### config.mk
export PLATFORM = sky130hd
export DESIGN_NAME = vga_timing_gen_flat
export DESIGN_NICKNAME = d
export VERILOG_FILES = /design/src/rtl/vga_timing_gen_if.sv /design/src/rtl/vga_timing_gen.sv /design/src/flat_wrapper.sv
export SDC_FILE = /design/constraint.sdc
export NUM_CORES = 1
export LEC_CHECK = 0
export ABC_CLOCK_PERIOD_IN_PS = 2800
export CORE_AREA = 2 2 68 70
export CTS_CLUSTER_SIZE = 25
export DETAILED_ROUTE_END_ITERATION = 8
export DIE_AREA = 0 0 70 72
export PLACE_DENSITY = 0.71
export SETUP_SLACK_MARGIN = 0.3
export SYNTH_ARGS = -nofsm -noshare
export SYNTH_HDL_FRONTEND = slang
export SYNTH_SLANG_ARGS = --single-unit
export TNS_END_PERCENT = 50
### constraint.sdc
create_clock -name clk -period 2.8 [get_ports clk]
set_input_delay 0.56 -clock clk [delete_from_list [all_inputs] [get_ports clk]]
set_output_delay 0.56 -clock clk [all_outputs]
set_load 0.03 [all_outputs]
### src/rtl/vga_timing_gen_if.sv
// Raster timing bundle: pixel enable in, counters/syncs/strobes out.
// master = timing generator, slave = pixel pipeline consuming the raster.
interface vga_timing_gen_if #(
    parameter int CW = 12
);
    logic          en;
    logic [CW-1:0] h_count;
    logic [CW-1:0] v_count;
    logic          hsync;
    logic          vsync;
    logic          video_on;
    logic          line_end;
    logic          frame_end;

    modport master (
        input  en,
        output h_count, v_count, hsync, vsync, video_on, line_end, frame_end
    );

    modport slave (
        output en,
        input  h_count, v_count, hsync, vsync, video_on, line_end, frame_end
    );
endinterface

### src/rtl/vga_timing_gen.sv
// Parametrised VGA H/V scan engine: counters, polarity-configurable syncs,
// active-video flag, line/frame strobes and an en-qualified sync/video delay line.
module vga_timing_gen #(
    parameter int H_ACTIVE = 640,
    parameter int H_FP     = 16,
    parameter int H_SYNC   = 96,
    parameter int H_BP     = 48,
    parameter int V_ACTIVE = 480,
    parameter int V_FP     = 10,
    parameter int V_SYNC   = 2,
    parameter int V_BP     = 33,
    parameter bit H_POL    = 1'b0,
    parameter bit V_POL    = 1'b0,
    parameter int PIPE_DLY = 0,
    parameter int CW       = 12
) (
    input  logic             clk,
    input  logic             rst,
    vga_timing_gen_if.master bus
);

    localparam int H_TOTAL  = H_ACTIVE + H_FP + H_SYNC + H_BP;
    localparam int V_TOTAL  = V_ACTIVE + V_FP + V_SYNC + V_BP;
    localparam int HS_START = H_ACTIVE + H_FP;
    localparam int HS_END   = HS_START + H_SYNC - 1;
    localparam int VS_START = V_ACTIVE + V_FP;
    localparam int VS_END   = VS_START + V_SYNC - 1;

    localparam logic [CW-1:0] H_LAST = CW'(H_TOTAL - 1);
    localparam logic [CW-1:0] V_LAST = CW'(V_TOTAL - 1);

    // Decode word layout: {video_on, hsync, vsync}, syncs already at output polarity.
    localparam logic [2:0] DEC_ORIGIN = {1'b1, ~H_POL, ~V_POL};
    localparam logic [2:0] DEC_IDLE   = {1'b0, ~H_POL, ~V_POL};

    if (H_ACTIVE < 1 || H_FP < 1 || H_SYNC < 1 || H_BP < 1) begin : g_bad_h
        $error("vga_timing_gen: horizontal active/porch/sync widths must be >= 1");
    end
    if (V_ACTIVE < 1 || V_FP < 1 || V_SYNC < 1 || V_BP < 1) begin : g_bad_v
        $error("vga_timing_gen: vertical active/porch/sync widths must be >= 1");
    end
    if (CW < 1 || CW > 30 || (H_TOTAL - 1) >= (1 << CW) || (V_TOTAL - 1) >= (1 << CW)) begin : g_bad_cw
        $error("vga_timing_gen: CW too narrow for H_TOTAL-1 / V_TOTAL-1");
    end
    if (PIPE_DLY < 0 || PIPE_DLY > 8) begin : g_bad_dly
        $error("vga_timing_gen: PIPE_DLY must be within 0..8");
    end

    function automatic logic [2:0] decode(input logic [CW-1:0] h, input logic [CW-1:0] v);
        logic vid;
        logic hs_act;
        logic vs_act;
        vid    = (h < CW'(H_ACTIVE)) && (v < CW'(V_ACTIVE));
        hs_act = (h >= CW'(HS_START)) && (h <= CW'(HS_END));
        vs_act = (v >= CW'(VS_START)) && (v <= CW'(VS_END));
        return {vid, hs_act ? H_POL : ~H_POL, vs_act ? V_POL : ~V_POL};
    endfunction

    logic [CW-1:0] h_q, h_d;
    logic [CW-1:0] v_q, v_d;
    logic          line_end_q, line_end_d;
    logic          frame_end_q, frame_end_d;
    logic [2:0]    dec_d;
    // Stage 0 is the undelayed decode of the live counters; stage i lags it by i en-steps.
    logic [2:0]    pipe_q [PIPE_DLY+1];

    always_comb begin
        h_d = h_q;
        v_d = v_q;
        if (bus.en) begin
            if (h_q == H_LAST) begin
                h_d = '0;
                v_d = (v_q == V_LAST) ? '0 : v_q + 1'b1;
            end else begin
                h_d = h_q + 1'b1;
            end
        end
    end

    // Outputs decode the next-state counts so they line up with the counters they describe.
    always_comb begin
        line_end_d  = (h_d == H_LAST);
        frame_end_d = (h_d == H_LAST) && (v_d == V_LAST);
        dec_d       = decode(h_d, v_d);
    end

    always_ff @(posedge clk) begin
        if (rst) begin
            h_q         <= '0;
            v_q         <= '0;
            line_end_q  <= 1'b0;
            frame_end_q <= 1'b0;
            pipe_q[0]   <= DEC_ORIGIN;
            for (int i = 1; i <= PIPE_DLY; i++) begin
                pipe_q[i] <= DEC_IDLE;
            end
        end else if (bus.en) begin
            h_q         <= h_d;
            v_q         <= v_d;
            line_end_q  <= line_end_d;
            frame_end_q <= frame_end_d;
            pipe_q[0]   <= dec_d;
            for (int i = 1; i <= PIPE_DLY; i++) begin
                pipe_q[i] <= pipe_q[i-1];
            end
        end
    end

    assign bus.h_count   = h_q;
    assign bus.v_count   = v_q;
    assign bus.line_end  = line_end_q;
    assign bus.frame_end = frame_end_q;
    assign bus.video_on  = pipe_q[PIPE_DLY][2];
    assign bus.hsync     = pipe_q[PIPE_DLY][1];
    assign bus.vsync     = pipe_q[PIPE_DLY][0];

endmodule

### src/flat_wrapper.sv
// flat-port wrapper written by rule: the top's interface ports become plain ports
module vga_timing_gen_flat 
#(
    parameter int H_ACTIVE = 640,
    parameter int H_FP     = 16,
    parameter int H_SYNC   = 96,
    parameter int H_BP     = 48,
    parameter int V_ACTIVE = 480,
    parameter int V_FP     = 10,
    parameter int V_SYNC   = 2,
    parameter int V_BP     = 33,
    parameter bit H_POL    = 1'b0,
    parameter bit V_POL    = 1'b0,
    parameter int PIPE_DLY = 0,
    parameter int CW       = 12
)
  (clk, rst, bus_en, bus_h_count, bus_v_count, bus_hsync, bus_vsync, bus_video_on, bus_line_end, bus_frame_end);
  vga_timing_gen_if #(.CW(CW)) bus_i ();
  input  logic clk;
  input  logic rst;
  input wire logic [$bits(bus_i.en)-1:0] bus_en;
  output wire logic [$bits(bus_i.h_count)-1:0] bus_h_count;
  output wire logic [$bits(bus_i.v_count)-1:0] bus_v_count;
  output wire logic [$bits(bus_i.hsync)-1:0] bus_hsync;
  output wire logic [$bits(bus_i.vsync)-1:0] bus_vsync;
  output wire logic [$bits(bus_i.video_on)-1:0] bus_video_on;
  output wire logic [$bits(bus_i.line_end)-1:0] bus_line_end;
  output wire logic [$bits(bus_i.frame_end)-1:0] bus_frame_end;
  assign bus_i.en = bus_en;
  assign bus_h_count = bus_i.h_count;
  assign bus_v_count = bus_i.v_count;
  assign bus_hsync = bus_i.hsync;
  assign bus_vsync = bus_i.vsync;
  assign bus_video_on = bus_i.video_on;
  assign bus_line_end = bus_i.line_end;
  assign bus_frame_end = bus_i.frame_end;
  vga_timing_gen #(.H_ACTIVE(H_ACTIVE), .H_FP(H_FP), .H_SYNC(H_SYNC), .H_BP(H_BP), .V_ACTIVE(V_ACTIVE), .V_FP(V_FP), .V_SYNC(V_SYNC), .V_BP(V_BP), .H_POL(H_POL), .V_POL(V_POL), .PIPE_DLY(PIPE_DLY), .CW(CW)) u_core (.clk(clk), .rst(rst), .bus(bus_i));
endmodule
==> flow_metrics.tcl, run 1 <==
set metrics [dict create \
    status "complete, no violations" \
    grt.met1_usage_pct 29.0 \
    max_cap_viol_count 0 \
    clk_pin_slew_worst_paths_ns 0.07 \
    post-route-util_pct 61.9 \
    grt-busiest-layer "met2" \
    timing.slew.headroom_pct 70.9 \
    met2_usage_pct 34.5 \
    syn_area_per_cell_um2 8.26 \
    synthArstFlopShare_pct 0 \
    vias 1943 \
    slowest_delay_ns 0.41 \
    path_class "flip-flop to flip-flop" \
    p_int_mw 0.609 \
    port_buffers 31 \
    synthesis.nets 234 \
    clk_latency_ns 0.28 \
    overflow 0 \
    pwr-share-comb_pct 5.5 \
    grt_max_degree 26 \
    die_w_um 70 \
    final_max_slew_viol_count 0 \
    tightest_slew_ns 0.437 \
    drcViolationCount 0 \
    synthToLayoutAreaGrowth_pct 40.2 \
    dieArea_um2 5040 \
    cp_top_family "simple AND/OR/NAND/NOR gates" \
    netlist_area_um2 1880 \
    grt_pass1_wl_um 8490 \
    synth_seq_area_share_pct 32.4 \
    p_seq_share_pct 52.4 \
    max_freq_ghz 0.374 \
    critPathMostFrequentCell "or4_1" \
    yosys.area.top_type "dfxtp_1" \
    die_h_um 72 \
    cp_max_fo 3 \
    clockBufferDepth 2 \
    peakVddDrop_uv 278 \
    cts_made_buffers 5 \
    h-tree-depth 2 \
    drive_above_1_share_pct 27.0 \
    crit_path_start_kind "flip-flop" \
    num_io_pins 32 \
    root_buffer "clkbuf_8" \
    start_util_pct 44.2 \
    yosysWarningCount 0 \
    antenna_cells 0 \
    p_clk_share_pct 42.1 \
    worstPathCellList "nor4_4 > nand4_4 > buf_6 > or4_4 > and2_4 > or4_1 > or4_1" \
    worstPathArrival_ns 2.69 \
    final_net_count 298 \
    numClockSinks 29 \
    first_global_vias 1782 \
    setup_ws_ns 0.129 \
    tns_ns 0 \
    rows 24 \
    dp_hpwl_um 3870 \
    drt-total-wl_um 5170 \
    via_per_inst 5.63 \
    rsz0062_at_grt "true" \
    drtIter0Drc 200 \
    final.min_clock_period_ns 2.67 \
    synth_common_cells "26 x dfxtp_1, 25 x nor2_1, 15 x nand2_1, 15 x nand3_1, 12 x nor3_1" \
    wl_per_cell_um 15.0 \
    synth-edff-count 3 \
    setup_viol 0 \
    synth_seq_cells 29 \
    leakage_nw 0.935 \
    cts_tree "done" \
    power_density_nw_per_um2 307 \
    grt.total_usage_pct 21.3 \
    synth_most_common_cell "dfxtp_1" \
    hold_violations 0 \
    critPathBufInv 1 \
    finClkSkew_ns 0.00883 \
    gp_congestion 0.956 \
    yosysUniqueCellTypes 59 \
    hold_class "flip-flop to flip-flop" \
    crit_slowest_cell "nor4_4" \
    drt_pass1_iterations 4 \
    switching_share_pct 24.9 \
    pre_cts_ws_ns -0.316 \
    end_kind "flip-flop" \
    syn-instance-count 228 \
    antenna_found_initial 0 \
    ant_nets 0 \
    timing.final.crit_share_pct 95.4 \
    grtUsageMet3_pct 3.89 \
    yosys-top-cells-area "dfxtp_1 28%, xnor2_1 5.1%, nor2_1 5.0%, edfxtp_1 4.8%, nand3_1 4.0%" \
    synth_top_area_share_pct 27.6 \
    core_region_area_um2 4260 \
    ys.flop_type "dfxtp_1" \
    fillerInstances 378 \
    crit_required_ns 2.82 \
    p_switching_mw 0.202 \
]
==> timing repair <==
| action | CTS | global route |
|---|---|---|
| pin swaps | 5 | 7 |
| setup endpoints to repair | 3 | 4 |
| buffers inserted | 4 | 1 |
| gates resized for setup | 4 | 8 |
| hold buffers | 0 | 0 |
==> worst register-to-register path: stages, from the launching register on <==
cell and delay, ns:
dfxtp_4 0.35, nor4_4 0.41, nand4_4 0.14, buf_6 0.15, or4_4 0.41, and2_4 0.17, or4_1 0.39, or4_1 0.40
==> power by group through the flow <==
| stage | sequential [mW] | combinational (mW) | clock [mW] |
|---|---|---|---|
| 5_1_grt | 0.425 | 0.0471 | 0.367 |
| 3_5_place_dp | 0.434 | 0.0441 | 0 |
| 3_3_place_gp | 0.434 | 0.0434 | 0 |
| 2_1_floorplan | 0.441 | 0.0175 | 0 |
| 6_report | 0.425 | 0.0446 | 0.341 |
| 4_1_cts | 0.425 | 0.0444 | 0.352 |
==> sequential cells by signal, summed over array words and instances (netlist names) <==
signal	cells
u_core.bus.frame_end	1
u_core.bus.h_count	12
u_core.bus.line_end	1
u_core.bus.v_count	12
u_core.pipe_q	3
==> per-stage QoR <==
step	instances	hold slack [ns]	power [mW]	area, um^2
global placement	332	0.433	0.477	2470
detailed placement	332	0.449	0.478	2470
floorplan	228	0.541	0.458	1910
global route	345	0.503	0.839	2640
CTS	344	0.458	0.821	2590
finish	345	0.451	0.811	2640
==> cell usage in the layout (no fill, tap or decap), drive strengths merged, types with 5 or more instances in the layout <==
cell | netlist | final
nand3 | 15 | 15
nor2 | 25 | 25
nor4 | 9 | 9
inv | 5 | 5
clkdlybuf4s50 | 0 | 30
dfxtp | 26 | 26
a21oi | 7 | 7
buf | 11 | 44
xnor2 | 11 | 11
nor3 | 12 | 12
and2 | 5 | 5
o21ai | 9 | 9
clkbuf | 6 | 5
nand4 | 7 | 7
or4 | 7 | 7
nand2 | 15 | 15
==> final cells by class <==
class                   count  area, um^2  area share [%]
well taps                  52        65.1            2.46
clock inverters             3        17.5           0.664
flip-flops and latches     29         634            24.0
repair buffers             75         651            24.6
inverters                   5        18.8           0.711
clock buffers               5        68.8            2.61
multi-input cells         176        1180            44.9
==> cells by family (layout without fill, tap and decap cells) <==
group	count (synthesis)	after routing	share of synthesized area, %
xor gates and xnor gates	15	15	6.98
adders and majority gates	4	4	2.53
AOI/OAI and AO/OA	37	37	13.0
and+or+nand+nor	118	118	36.8
muxes	2	2	1.13
buffers and inverters	23	88	7.11
DFF	29	29	32.4
==> layer usage <==
layer | vias up | share of wire (%)
li1 | 973 | -
met4 | 0 | 1.7
met5 | - | 0
met2 | 54 | 45
met1 | 907 | 48
met3 | 9 | 5.2
==> path summary, 6_finish.rpt <==
kind | start | slack [ns] | cells after the start | to
max reg2reg | u_core.bus.h_count[5]$_SDFFE_PP0P_ | 0.13 | 7 | u_core.pipe_q[0][0]$_SDFFCE_PN1P_
min | u_core.bus.line_end$_SDFFE_PP0P_ | 0.45 | 2 | u_core.bus.line_end$_SDFFE_PP0P_
max | u_core.bus.h_count[5]$_SDFFE_PP0P_ | 0.13 | 7 | u_core.pipe_q[0][0]$_SDFFCE_PN1P_
min reg2reg | u_core.bus.line_end$_SDFFE_PP0P_ | 0.45 | 2 | u_core.bus.line_end$_SDFFE_PP0P_
Power figures use the tool's default switching activity.
==> run 2, diff against run 1 <==
Settings changed: CORE_AREA 2 2 68 70 to 2 2 66 68, DIE_AREA 0 0 70 72 to 0 0 68 70, PLACE_DENSITY 0.71 to 0.74.
==> run 2 against run 1 <==
Effect of this change:
- non-clock buffer count down 6
- register-to-register slack about the same
- cell count down 1.7%
- worst setup slack worse by 0.015 ns
- wire length down 1.4%
- global-route usage up 1.5 points
- flip-flop and latch count unchanged
- sequential power about the same
- hold slack better by 0.0077 ns
- total power up 2.2%
- clock power up 5.9%
- via count up 2.9%
==> flow_metrics.tcl, run 2 (synthesis results as in run 1) <==
set metrics [dict create \
    final.min_clock_period_ns 2.69 \
    num_io_pins 32 \
    worstPathCellList "nor4_4 > nand4_4 > buf_6 > or4_4 > and2_4 > or4_1 > or4_1" \
    fillerInstances 368 \
    setup_viol 0 \
    reg2reg_from "u_core.bus.h_count[5]$_SDFFE_PP0P_" \
    max_freq_ghz 0.372 \
    drtIter0Drc 149 \
    start_util_pct 45.4 \
    peakVddDrop_uv 157 \
    leakage_nw 0.898 \
    end_kind "flip-flop" \
    slowest_delay_ns 0.41 \
    seqCellArea_um2 634 \
    drt-total-wl_um 5100 \
    cts_tree "done" \
    timing.final.crit_share_pct 95.9 \
    synthToLayoutAreaGrowth_pct 37.8 \
    cts_made_buffers 5 \
    stdcell_area_um2 2590 \
    clk_latency_ns 0.29 \
    cp-endpoint "u_core.pipe_q[0][0]$_SDFFCE_PN1P_" \
    rsz0062_at_grt "true" \
    numClockSinks 29 \
    rr_endpoint "u_core.pipe_q[0][0]$_SDFFCE_PN1P_" \
    first_global_vias 1852 \
    tightest_slew_ns 0.475 \
    power_density_nw_per_um2 319 \
    final_net_count 292 \
    gp_congestion 0.882 \
    port_buffers 31 \
    final_cells 339 \
    hold_violations 0 \
    cp-startpoint "u_core.bus.h_count[5]$_SDFFE_PP0P_" \
    grt.total_usage_pct 22.7 \
    worstPathArrival_ns 2.71 \
    min_path_cells 2 \
    crit_slowest_cell "or4_4" \
    numPlacedInstances 325 \
    vias 1999 \
    rows 24 \
    antenna_found_initial 0 \
    dieArea_um2 4760 \
    wl_per_cell_um 15.0 \
    overflow 0 \
    via_per_inst 5.90 \
    grt_max_degree 26 \
    grtUsageMet3_pct 3.86 \
    grt_pass1_wl_um 8380 \
    root_buffer "clkbuf_8" \
    drcViolationCount 0 \
    grt-busiest-layer "met2" \
    ant_nets 0 \
    drt_pass1_iterations 4 \
    critPathMostFrequentCell "or4_1" \
    cp_max_fo 4 \
    crit_required_ns 2.82 \
    timing.slew.headroom_pct 68.1 \
    multi_input_area_um2 1190 \
    max_cap_viol_count 0 \
    status "complete, no violations" \
    h-tree-depth 2 \
    crit_path_start_kind "flip-flop" \
    die_h_um 70 \
    layout_common_cells "37 x buf_4, 30 x clkdlybuf4s50_1, 25 x nor2_1" \
    clk_pin_slew_worst_paths_ns 0.06 \
    dp_hpwl_um 3680 \
    clockBufferDepth 2 \
    path_class "flip-flop to flip-flop" \
    grt.met1_usage_pct 30.6 \
    antenna_cells 0 \
    met2_usage_pct 35.1 \
    r2r_cells 7 \
    drive_above_1_share_pct 25.4 \
    finClkSkew_ns 0.00760 \
    hold_class "flip-flop to flip-flop" \
    final_max_slew_viol_count 0 \
    core_region_area_um2 4140 \
    layout_commonest_cell "buf_4" \
    r2r_slack_ns 0.11 \
    placed_cell_area_um2 2410 \
    finalPower_mw 0.828 \
    die_w_um 68 \
]
==> run 2: repair_timing <==
item	4_1_cts	5_1_grt
setup endpoints to repair	4	4
hold buffers	0	0
pin swaps	5	5
buffers inserted	6	0
resized for setup	4	8
==> run 2: area by class of cell <==
cell class              count  share of cell area, %
clock buffers               8                   3.47
repair buffers             69                   23.0
well taps                  52                   2.51
inverters                   5                  0.723
flip-flops and latches     29                   24.4
multi-input cells         176                   45.8
==> run 2: power breakdown <==
group | internal [mW] | total [mW] | switching, mW
clock network | 0.200 | 0.361 | 0.161
logic | 0.0162 | 0.0431 | 0.0270
registers | 0.420 | 0.424 | 0.00392
total | 0.637 | 0.828 | 0.192
==> run 2: through the flow <==
stage          setup TNS [ns]  setup WS [ns]  utilization (%)  hold WS, ns
6_report                    0          0.114             62.6        0.459
5_1_grt             -0.000536      -0.000536             62.6        0.473
4_1_cts                     0          0.145             61.7        0.463
3_5_place_dp           -0.463         -0.313             58.2        0.449
3_3_place_gp           -0.387         -0.290             58.2        0.430
2_1_floorplan               0         0.0528                -        0.541
==> run 2: worst min path at each step <==
| stage | startpoint | end | slack (ns) |
|---|---|---|---|
| 2_1_floorplan | u_core.bus.h_count[1]$_SDFFE_PP0P_ | u_core.bus.h_count[1]$_SDFFE_PP0P_ | 0.54 |
| 3_3_place_gp | u_core.bus.line_end$_SDFFE_PP0P_ | u_core.bus.line_end$_SDFFE_PP0P_ | 0.43 |
| 3_5_place_dp | u_core.bus.frame_end$_SDFFE_PP0P_ | u_core.bus.frame_end$_SDFFE_PP0P_ | 0.45 |
| 4_1_cts | u_core.bus.frame_end$_SDFFE_PP0P_ | u_core.bus.frame_end$_SDFFE_PP0P_ | 0.46 |
| 5_1_grt | u_core.bus.frame_end$_SDFFE_PP0P_ | u_core.bus.frame_end$_SDFFE_PP0P_ | 0.47 |
| 6_report | u_core.bus.frame_end$_SDFFE_PP0P_ | u_core.bus.frame_end$_SDFFE_PP0P_ | 0.46 |
==> run 2: worst max-delay path, delay by kind of cell, from the launching register on <==
kind	cells	cell delay, ns
buf+inv	1	0.15
flops	1	0.35
simple gates	6	1.92
==> run 2: per-layer routing <==
layer,part of all wire [%],vias up
met5,0,-
met1,45,945
met2,46,70
met4,2.9,0
met3,5.9,14
li1,-,970
==> run 3, diff against run 2 <==
Settings changed: CORE_AREA 2 2 66 68 to 10 10 74 76, DIE_AREA 0 0 68 70 to 0 0 84 86.
==> run 3 against run 2 <==
Effect of this change:
- utilization grew 1.5 points
- clock-buffer cell count did not move
- combinational power grew 4%
- hold slack lost 0.013 ns
- global-route usage fell by 8.1 points
- cell area is 1.8% lower
- non-clock buffer count shrank 2
- register-to-register slack better by 0.05 ns
- worst setup slack better by 0.047 ns
- flip-flop and latch count did not move
- via count fell by 1.3%
- total power rose by 0.31%
- critical endpoint unchanged
- largest power group unchanged
==> flow_metrics.tcl, run 3 (synthesis results as in run 1) <==
set metrics [dict create \
    layout_common_cells "35 x buf_4, 30 x clkdlybuf4s50_1, 25 x nor2_1" \
    die_w_um 84 \
    wirelength_met1_um 2370 \
    core_region_area_um2 3970 \
    r2r_cells 6 \
    hold_buffers 0 \
    max_cap_viol_count 0 \
    grt_max_degree 26 \
    ant_nets 0 \
    wl_met2_um 2490 \
    worstPathCellList "or4_4 > nor4_2 > o21ai_1 > a22o_1 > or2_1 > or4_1" \
    peakVddDrop_uv 183 \
    synthToLayoutAreaGrowth_pct 35.3 \
    worstPathArrival_ns 2.66 \
    final_max_slew_viol_count 0 \
    drtIter0Drc 120 \
    max_freq_ghz 0.379 \
    root_buffer "clkbuf_8" \
    start_util_pct 47.4 \
    first_global_vias 1778 \
    end_kind "flip-flop" \
    rows 23 \
    num_io_pins 32 \
    timing.slew.headroom_pct 65.3 \
    crit_slowest_cell "or4_4" \
    tns_ns 0 \
    grt.total_usage_pct 14.6 \
    drt-total-wl_um 5390 \
    drcViolationCount 0 \
    port_buffers 31 \
    antenna_found_initial 0 \
    setup_viol 0 \
    met3_wirelength_um 441 \
    numClockSinks 29 \
    cts_made_buffers 5 \
    hold_class "flip-flop to flip-flop" \
    numPlacedInstances 323 \
    h-tree-depth 2 \
    vias 1973 \
    finClkSkew_ns 0.00318 \
    multi_input_area_um2 1160 \
    clk_pin_slew_worst_paths_ns 0.06 \
    crit_required_ns 2.82 \
    cts_tree "done" \
    seqCellArea_um2 634 \
    clk_latency_ns 0.28 \
    path_class "flip-flop to flip-flop" \
    drt_pass1_iterations 5 \
    cp_max_fo 4 \
    via_per_inst 5.89 \
    final_net_count 290 \
    overflow 0 \
    dieArea_um2 7220 \
    leakage_nw 0.883 \
    wl_per_cell_um 16.1 \
    hold_violations 0 \
    die_h_um 86 \
    min_path_cells 2 \
    r2r_slack_ns 0.16 \
    fillerInstances 344 \
    gp_congestion 0.954 \
    layout_commonest_cell "buf_4" \
    dp_hpwl_um 4020 \
    drive_above_1_share_pct 23.5 \
    antenna_cells 0 \
    clockBufferDepth 2 \
    power_density_nw_per_um2 326 \
    crit_path_start_kind "flip-flop" \
    slowest_delay_ns 0.55 \
    status "complete, no violations" \
    final_cells 335 \
    post-route-util_pct 64.1 \
    grt_pass1_wl_um 8780 \
    tightest_slew_ns 0.521 \
    rsz0062_at_grt "true" \
    top_layer "met4" \
    timing.final.crit_share_pct 94.3 \
    final.min_clock_period_ns 2.64 \
]
## run 3: worst paths after layout
path,from,endpoint
hold reg to reg,u_core.bus.line_end$_SDFFE_PP0P_,u_core.bus.line_end$_SDFFE_PP0P_
hold / removal,u_core.bus.line_end$_SDFFE_PP0P_,u_core.bus.line_end$_SDFFE_PP0P_
setup / recovery,u_core.bus.v_count[5]$_SDFFE_PP0P_,u_core.pipe_q[0][0]$_SDFFCE_PN1P_
setup reg to reg,u_core.bus.v_count[5]$_SDFFE_PP0P_,u_core.pipe_q[0][0]$_SDFFCE_PN1P_
## run 3: where the power goes
group / internal (mW) / switching, mW
logic: 0.0173 / 0.0278
clock network: 0.200 / 0.161
registers: 0.420 / 0.00398
## run 3: final cells by class
cell class / instances / area share (%)
multi-input combinational: 176 / 45.5
sequential: 29 / 24.9
timing repair buffer: 67 / 22.9
clock buffer: 8 / 3.54
tap: 50 / 2.46
inverter: 5 / 0.737
## run 3: metal layers
metal  track usage, %  up-vias
li1                 -      959
met1             18.4      913
met2             23.0       90
met3             3.97       11
met4             5.94        0
met5                0        -
## run 3: per-stage QoR
stage	setup slack (ns)	hold WS, ns	power [mW]	area (um^2)
finish	0.160	0.445	0.831	2550
detailed placement	-0.318	0.440	0.479	2410
floorplan	0.0528	0.541	0.458	1910
global route	0.0618	0.461	0.863	2550
CTS	0.0844	0.449	0.839	2530
global placement	-0.277	0.431	0.478	2410
## run 3: worst max-delay path: cells and delay by family (launching register included)
family	cells	cell delay [ns]
AOI/OAI and AO/OA	2	0.37
DFF	1	0.34
and+or+nand+nor	4	1.67
## run 3: what timing repair did
item / CTS / global route
buffers inserted: 4 / 0
pin swaps: 7 / 4
endpoints found under the setup margin: 3 / 4
resized for setup: 3 / 4
